<file path="config.mk">
export PLATFORM = sky130hd
export DESIGN_NAME = gen_scheduler
export DESIGN_NICKNAME = d
export VERILOG_FILES = /design/src/rtl/vga_pkg.sv /design/src/rtl/gen_rate_div.sv /design/src/rtl/gen_scheduler.sv
export SDC_FILE = /design/constraint.sdc
export NUM_CORES = 1
export LEC_CHECK = 0
export ABC_AREA = 1
export BUFFER_PORTS_ARGS = -buffer_cell sky130_fd_sc_hd__buf_4
export CORE_ASPECT_RATIO = 0.5
export CORE_MARGIN = 1
export CORE_UTILIZATION = 47
export DETAILED_ROUTE_END_ITERATION = 16
export GPL_ROUTABILITY_DRIVEN = 0
export PLACE_DENSITY_LB_ADDON = 0.12
export SYNTH_ARGS = -nofsm -noshare
export SYNTH_HDL_FRONTEND = slang
export SYNTH_HIERARCHICAL = 1
export SYNTH_SLANG_ARGS = --single-unit
export TNS_END_PERCENT = 100
</file>
<file path="constraint.sdc">
create_clock -name clk -period 1.9 [get_ports clk]
set_input_delay 0.38 -clock clk [delete_from_list [all_inputs] [get_ports clk]]
set_output_delay 0.38 -clock clk [all_outputs]
set_load 0.01 [all_outputs]
</file>
<file path="src/rtl/vga_pkg.sv">
// Shared 1280x1024@60Hz timing constants and the generation scheduler state encoding.
package vga_pkg;

    localparam int unsigned HActive    = 1280;
    localparam int unsigned VActive    = 1024;
    localparam int unsigned HCountMax  = 1688;
    localparam int unsigned VCountMax  = 1066;
    localparam int unsigned HSyncStart = 1328;
    localparam int unsigned HSyncEnd   = 1440;
    localparam int unsigned VSyncStart = 1025;
    localparam int unsigned VSyncEnd   = 1028;

    localparam int unsigned YW = $clog2(VCountMax + 1);

    typedef enum logic [2:0] {
        StIdle,
        StArmed,
        StIssue,
        StActive,
        StSuspend
    } sched_state_e;

    function automatic logic in_span(input logic [YW-1:0] v,
                                     input logic [YW-1:0] lo,
                                     input logic [YW-1:0] hi);
        return (v >= lo) && (v < hi);
    endfunction

endpackage

</file>
<file path="src/rtl/gen_rate_div.sv">
// Frame divider: emits one tick every (rate + 1) window opens while run is high.
module gen_rate_div (
    input  logic       clk,
    input  logic       rst,
    input  logic       run,
    input  logic [3:0] rate,
    input  logic       tick_in,
    output logic       tick_out
);

    logic [3:0] frm_cnt_q, frm_cnt_d;

    // >= so a rate lowered below the running count still fires at the next open
    always_comb begin
        frm_cnt_d = frm_cnt_q;
        tick_out  = 1'b0;
        if (!run) begin
            frm_cnt_d = '0;
        end else if (tick_in) begin
            if (frm_cnt_q >= rate) begin
                tick_out  = 1'b1;
                frm_cnt_d = '0;
            end else begin
                frm_cnt_d = frm_cnt_q + 4'd1;
            end
        end
    end

    always_ff @(posedge clk) begin
        if (rst) begin
            frm_cnt_q <= '0;
        end else begin
            frm_cnt_q <= frm_cnt_d;
        end
    end

endmodule

</file>
<file path="src/rtl/gen_scheduler.sv">
// Schedules cell-update generations into the vertical blanking window and arbitrates
// the cell memory between the display and the update engine.
module gen_scheduler
    import vga_pkg::*;
#(
    parameter int unsigned V_ACTIVE = 1024,
    parameter int unsigned V_GUARD  = 1062,
    parameter int unsigned GEN_W    = 16
) (
    input  logic             clk,
    input  logic             rst,
    input  logic [YW-1:0]    y,
    input  logic             run,
    input  logic             step,
    input  logic [3:0]       rate,
    input  logic             upd_req,
    input  logic             upd_done,
    output logic             upd_start,
    output logic             upd_gnt,
    output logic             mem_sel,
    output logic             busy,
    output logic             overrun,
    output logic [GEN_W-1:0] gen_count
);

    localparam logic [YW-1:0] YOpen  = YW'(V_ACTIVE);
    localparam logic [YW-1:0] YClose = YW'(V_GUARD);

    sched_state_e     state_q, state_d;
    logic             win, win_q, win_open, tick;
    logic             pending_q, pending_d, consume;
    logic             gnt_q, gnt_d;
    logic             overrun_q, overrun_d, overrun_set;
    logic             done_acc;
    logic [GEN_W-1:0] gen_count_q, gen_count_d;

    assign win      = in_span(y, YOpen, YClose);
    assign win_open = win && !win_q;

    // Tracks the line counter through reset so a reset inside the window sees no fresh open.
    always_ff @(posedge clk) begin
        win_q <= win;
    end

    gen_rate_div u_rate_div (
        .clk     (clk),
        .rst     (rst),
        .run     (run),
        .rate    (rate),
        .tick_in (win_open),
        .tick_out(tick)
    );

    // The request is consumed on the edge into ISSUE; a trigger in that same cycle survives.
    assign consume   = (state_q == StArmed) && win_open;
    assign pending_d = step || tick || (pending_q && !consume);

    always_comb begin
        state_d     = state_q;
        overrun_set = 1'b0;
        done_acc    = 1'b0;
        unique case (state_q)
            StIdle: begin
                if (pending_q) state_d = StArmed;
            end
            StArmed: begin
                if (win_open) state_d = StIssue;
            end
            StIssue: begin
                state_d = StActive;
            end
            StActive: begin
                if (upd_done) begin
                    state_d  = StIdle;
                    done_acc = 1'b1;
                end else if (!win) begin
                    state_d     = StSuspend;
                    overrun_set = 1'b1;
                end
            end
            StSuspend: begin
                if (upd_done) begin
                    state_d  = StIdle;
                    done_acc = 1'b1;
                end else if (win_open) begin
                    state_d = StActive;
                end
            end
            default: state_d = StIdle;
        endcase
    end

    assign gnt_d       = (state_d == StActive) && win && upd_req;
    assign overrun_d   = overrun_q || overrun_set;
    assign gen_count_d = gen_count_q + GEN_W'(done_acc);

    always_ff @(posedge clk) begin
        if (rst) begin
            state_q     <= StIdle;
            pending_q   <= 1'b0;
            gnt_q       <= 1'b0;
            overrun_q   <= 1'b0;
            gen_count_q <= '0;
        end else begin
            state_q     <= state_d;
            pending_q   <= pending_d;
            gnt_q       <= gnt_d;
            overrun_q   <= overrun_d;
            gen_count_q <= gen_count_d;
        end
    end

    assign upd_start = (state_q == StIssue);
    assign busy      = (state_q == StIssue) || (state_q == StActive) || (state_q == StSuspend);
    assign upd_gnt   = gnt_q;
    assign mem_sel   = gnt_q;
    assign overrun   = overrun_q;
    assign gen_count = gen_count_q;

    a_gnt_only_active: assert property (@(posedge clk) disable iff (rst)
        gnt_q |-> (state_q == StActive));

endmodule

</file>
==> metrics.md <==
| Metric | Value |
|---|---|
| Status | `finished, final reports clean` |
| Gr usage total | `20.0%` |
| Top cells by count, synth | `44 x nand2_1, 33 x nor2_1, 30 x inv_1` |
| CTS root buffer | `clkbuf_8` |
| DRT Pass-1 Iters | `4` |
| Clock latency on the worst-skew pair | `0.29 ns` |
| Nets | `306` |
| Ranking of synthesized cells by area | `dfxtp_1 35%, nand2_1 11%, nor2_1 8.0%, inv_1 7.3%, ha_1 5.7%` |
| Syn avg cell area | `7.01 sq um` |
| Synth Cell Area | `0.00154 sq mm` |
| Warnings, synthesis | `6` |
| Clock buffer count from CTS | `3` |
| Max incr delay on CP | `0.37 ns` |
| Drt total wl | `3360 microns` |
| Syn Inst Count | `220` |
| Max_cap viols | `0` |
| Cell taking the most area after synthesis | `dfxtp_1` |
| PD cells | `491 mW/mm^2` |
| Final period util | `100%` |
| Netlist cell types | `33` |
| F_max | `0.526 GHz` |
| CTS tree | `done` |
| Gr ovfl total | `0` |
| TNS Setup | `0 ns` |
| Async set or reset register ratio after synthesis | `0%` |
| Leakage power | `1.03 nW` |
| Critical-path top delay cell | `dfxtp_4` |
| Diodes inserted | `0` |
| Avg WL per Cell | `10.6 microns` |
| Core Util, Final | `69.1%` |
| CP required | `2.09 ns` |
| Die width | `83.0 microns` |
| First-pass GRT wire length | `5730 microns` |
| CP cell instances | `nor2_4, nand2_2, a21boi_2, ha_2, buf_6, nand3_4, nor2_4, nand2_2, nor2_2, nand3_2, o21ai_1, nor2_1` |
| EDFF count, synth | `0` |
| Die height | `42.5 microns` |
| IO Count | `42` |
| Setup Crit Path Kind | `flop to flop` |
| Final setup viols | `0` |
| Htree depth | `1` |
| Layout cells sized above 1 | `33.9%` |
| Max Root-Sink Buffers | `2` |
| Peak VDD IR | `290 uV` |
| TritonCTS sink count | `27` |
| Startpoint Class | `flop` |
| Core box area | `0.00307 sq mm` |
| Max Clock Skew | `0.00832 ns` |
| Syn_nets | `248` |
| Reg clk slew, reported paths | `0.11 ns` |
| Via count | `1,532` |
| Initial antenna violation count | `0` |
| Input/output buffers | `40` |
| Tightest Pin Transition | `0.306 ns` |
| Vias/cell | `4.83` |
| Count leader, synth | `nand2_1` |
| Seq/Total Area, Yosys | `35.0%` |
| Cell row count | `14` |
| Final HPWL DP | `2350 microns` |
| Worst hold path class | `input port to flop` |
| Initial Util | `50.3%` |
| Number of global-route vias before repair | `1,403` |
| Minimum clock period | `1.90 ns` |
| # DRC | `0` |
| RSZ-0062 raised after global routing | `yes` |
| 1st-iter DRT viols | `25` |
| P&R area growth vs syn | `37.4%` |
| Crit Path Max Fanout | `4` |
| Die Area | `0.00353 sq mm` |
| Crit. End Element | `flop` |
| Slew margin rel. | `79.5%` |
| Share of Yosys cell area claimed by the top area cell type | `35.0%` |
| Pin count of the biggest net entering global routing | `18` |
| Hold Fails Final Rpt | `0` |
| #FFs+latches synth | `27` |
| Crit path DAT | `2.09 ns` |
| Most used DFF post-synth | `dfxtp_1` |
| Fin. max-slew vios | `0` |
| DRT antenna net count | `0` |
-- where the power goes --
group          internal (mW)  leakage, nW  switching [mW]  total (mW)
sequential             0.569        0.219         0.00461       0.573
combinational         0.0629        0.781          0.0457       0.109
clock                  0.155       0.0261           0.204       0.359
-- metrics by stage --
step           total power, mW  area (sq um)  std cells  hold slack, ns  setup WS (ns)
2_1_floorplan            0.629          1540        220           0.450         0.0488
3_3_place_gp             0.671          1930        304           0.443        -0.0439
3_5_place_dp             0.672          1930        304           0.450        -0.0419
4_1_cts                   1.04          2050        316           0.359         0.0117
5_1_grt                   1.08          2120        317           0.370         -0.129
6_report                  1.04          2120        317           0.357       0.000521
-- worst max-delay path: cells and delay by family (launching register included) --
| kind | cells | cell delay [ns] |
|---|---|---|
| flip-flops | 1 | 0.37 |
| AND/OR/NAND/NOR | 8 | 0.79 |
| adder cells (fa/ha/maj) | 1 | 0.23 |
| buffers and inverters | 1 | 0.11 |
| AO/OA/AOI/OAI | 2 | 0.29 |
-- timing repair --
item / 4_1_cts / 5_1_grt
hold buffers: 0 / 0
setup endpoints to repair: 3 / 11
gates resized for setup: 6 / 13
setup buffers: 8 / 1
pin swaps: 3 / 6
gates cloned: 0 / 0
-- cell type report --
cell class / instances / area, sq um
flip-flops and latches: 27 / 546
clock inverters: 1 / 8.76
inverters: 34 / 128
multi-input cells: 155 / 915
clock buffers: 3 / 41.3
fillers: 274 / 946
repair buffers: 57 / 432
well taps: 40 / 50.0
-- kinds of logic after synthesis --
family	count (synthesis)	synth area share [%]
AO/OA/AOI/OAI	28	10.4
XOR/XNOR	2	1.14
adder cells (fa/ha/maj)	7	5.68
buffers and inverters	38	9.98
flip-flops	27	35.0
AND/OR/NAND/NOR	118	37.8
-- flip-flops by register name, summed over array words and instances (netlist names) --
name	flops
gen_count	16
u_rate_div/frm_cnt_q	4
state_q	3
mem_sel	1
overrun	1
pending_q	1
win_q	1
-- metal layers --
metal	global-route usage, %	vias to the layer above	wire, microns
li1	-	808	-
met1	22.3	694	1530
met2	38.5	28	1690
met3	5.12	2	134
met4	5.17	0	4
met5	0	-	0
-- cells in the final DEF (no fill, tap or decap) --
cell type,count
buf_4,56
nand2_1,43
nor2_1,32
inv_1,30
dfxtp_1,25
a21oi_1,17
nand3_1,12
nand3_2,5
ha_1,5
nor2_2,4
nor2_4,3
nand2_2,3
o21ai_0,3
inv_2,3
nor3_4,3
clkbuf_8,3
o211ai_1,2
nand4_1,2
nand3_4,2
or2_0,2
o21ai_1,2
nor3_1,2
nand2_4,2
a21boi_2,1
a21boi_0,1
or2_2,1
xnor2_1,1
xor2_1,1
a21oi_2,1
ha_4,1
ha_2,1
inv_6,1
buf_6,1
dfxtp_2,1
dfxtp_4,1
clkinv_1,1
or2_1,1
o21bai_2,1
nand3b_1,1
-- worst paths after layout --
check	to	slack [ns]	cells after the start	start
max	gen_count[11]$_SDFF_PP0_	0.0005	12	state_q[1]$_SDFF_PP0_
min	pending_q$_SDFF_PP0_	0.36	3	step
max reg2reg	gen_count[11]$_SDFF_PP0_	0.0005	12	state_q[1]$_SDFF_PP0_
min reg2reg	overrun$_SDFF_PP0_	0.46	2	overrun$_SDFF_PP0_
Power figures use the tool's default switching activity.
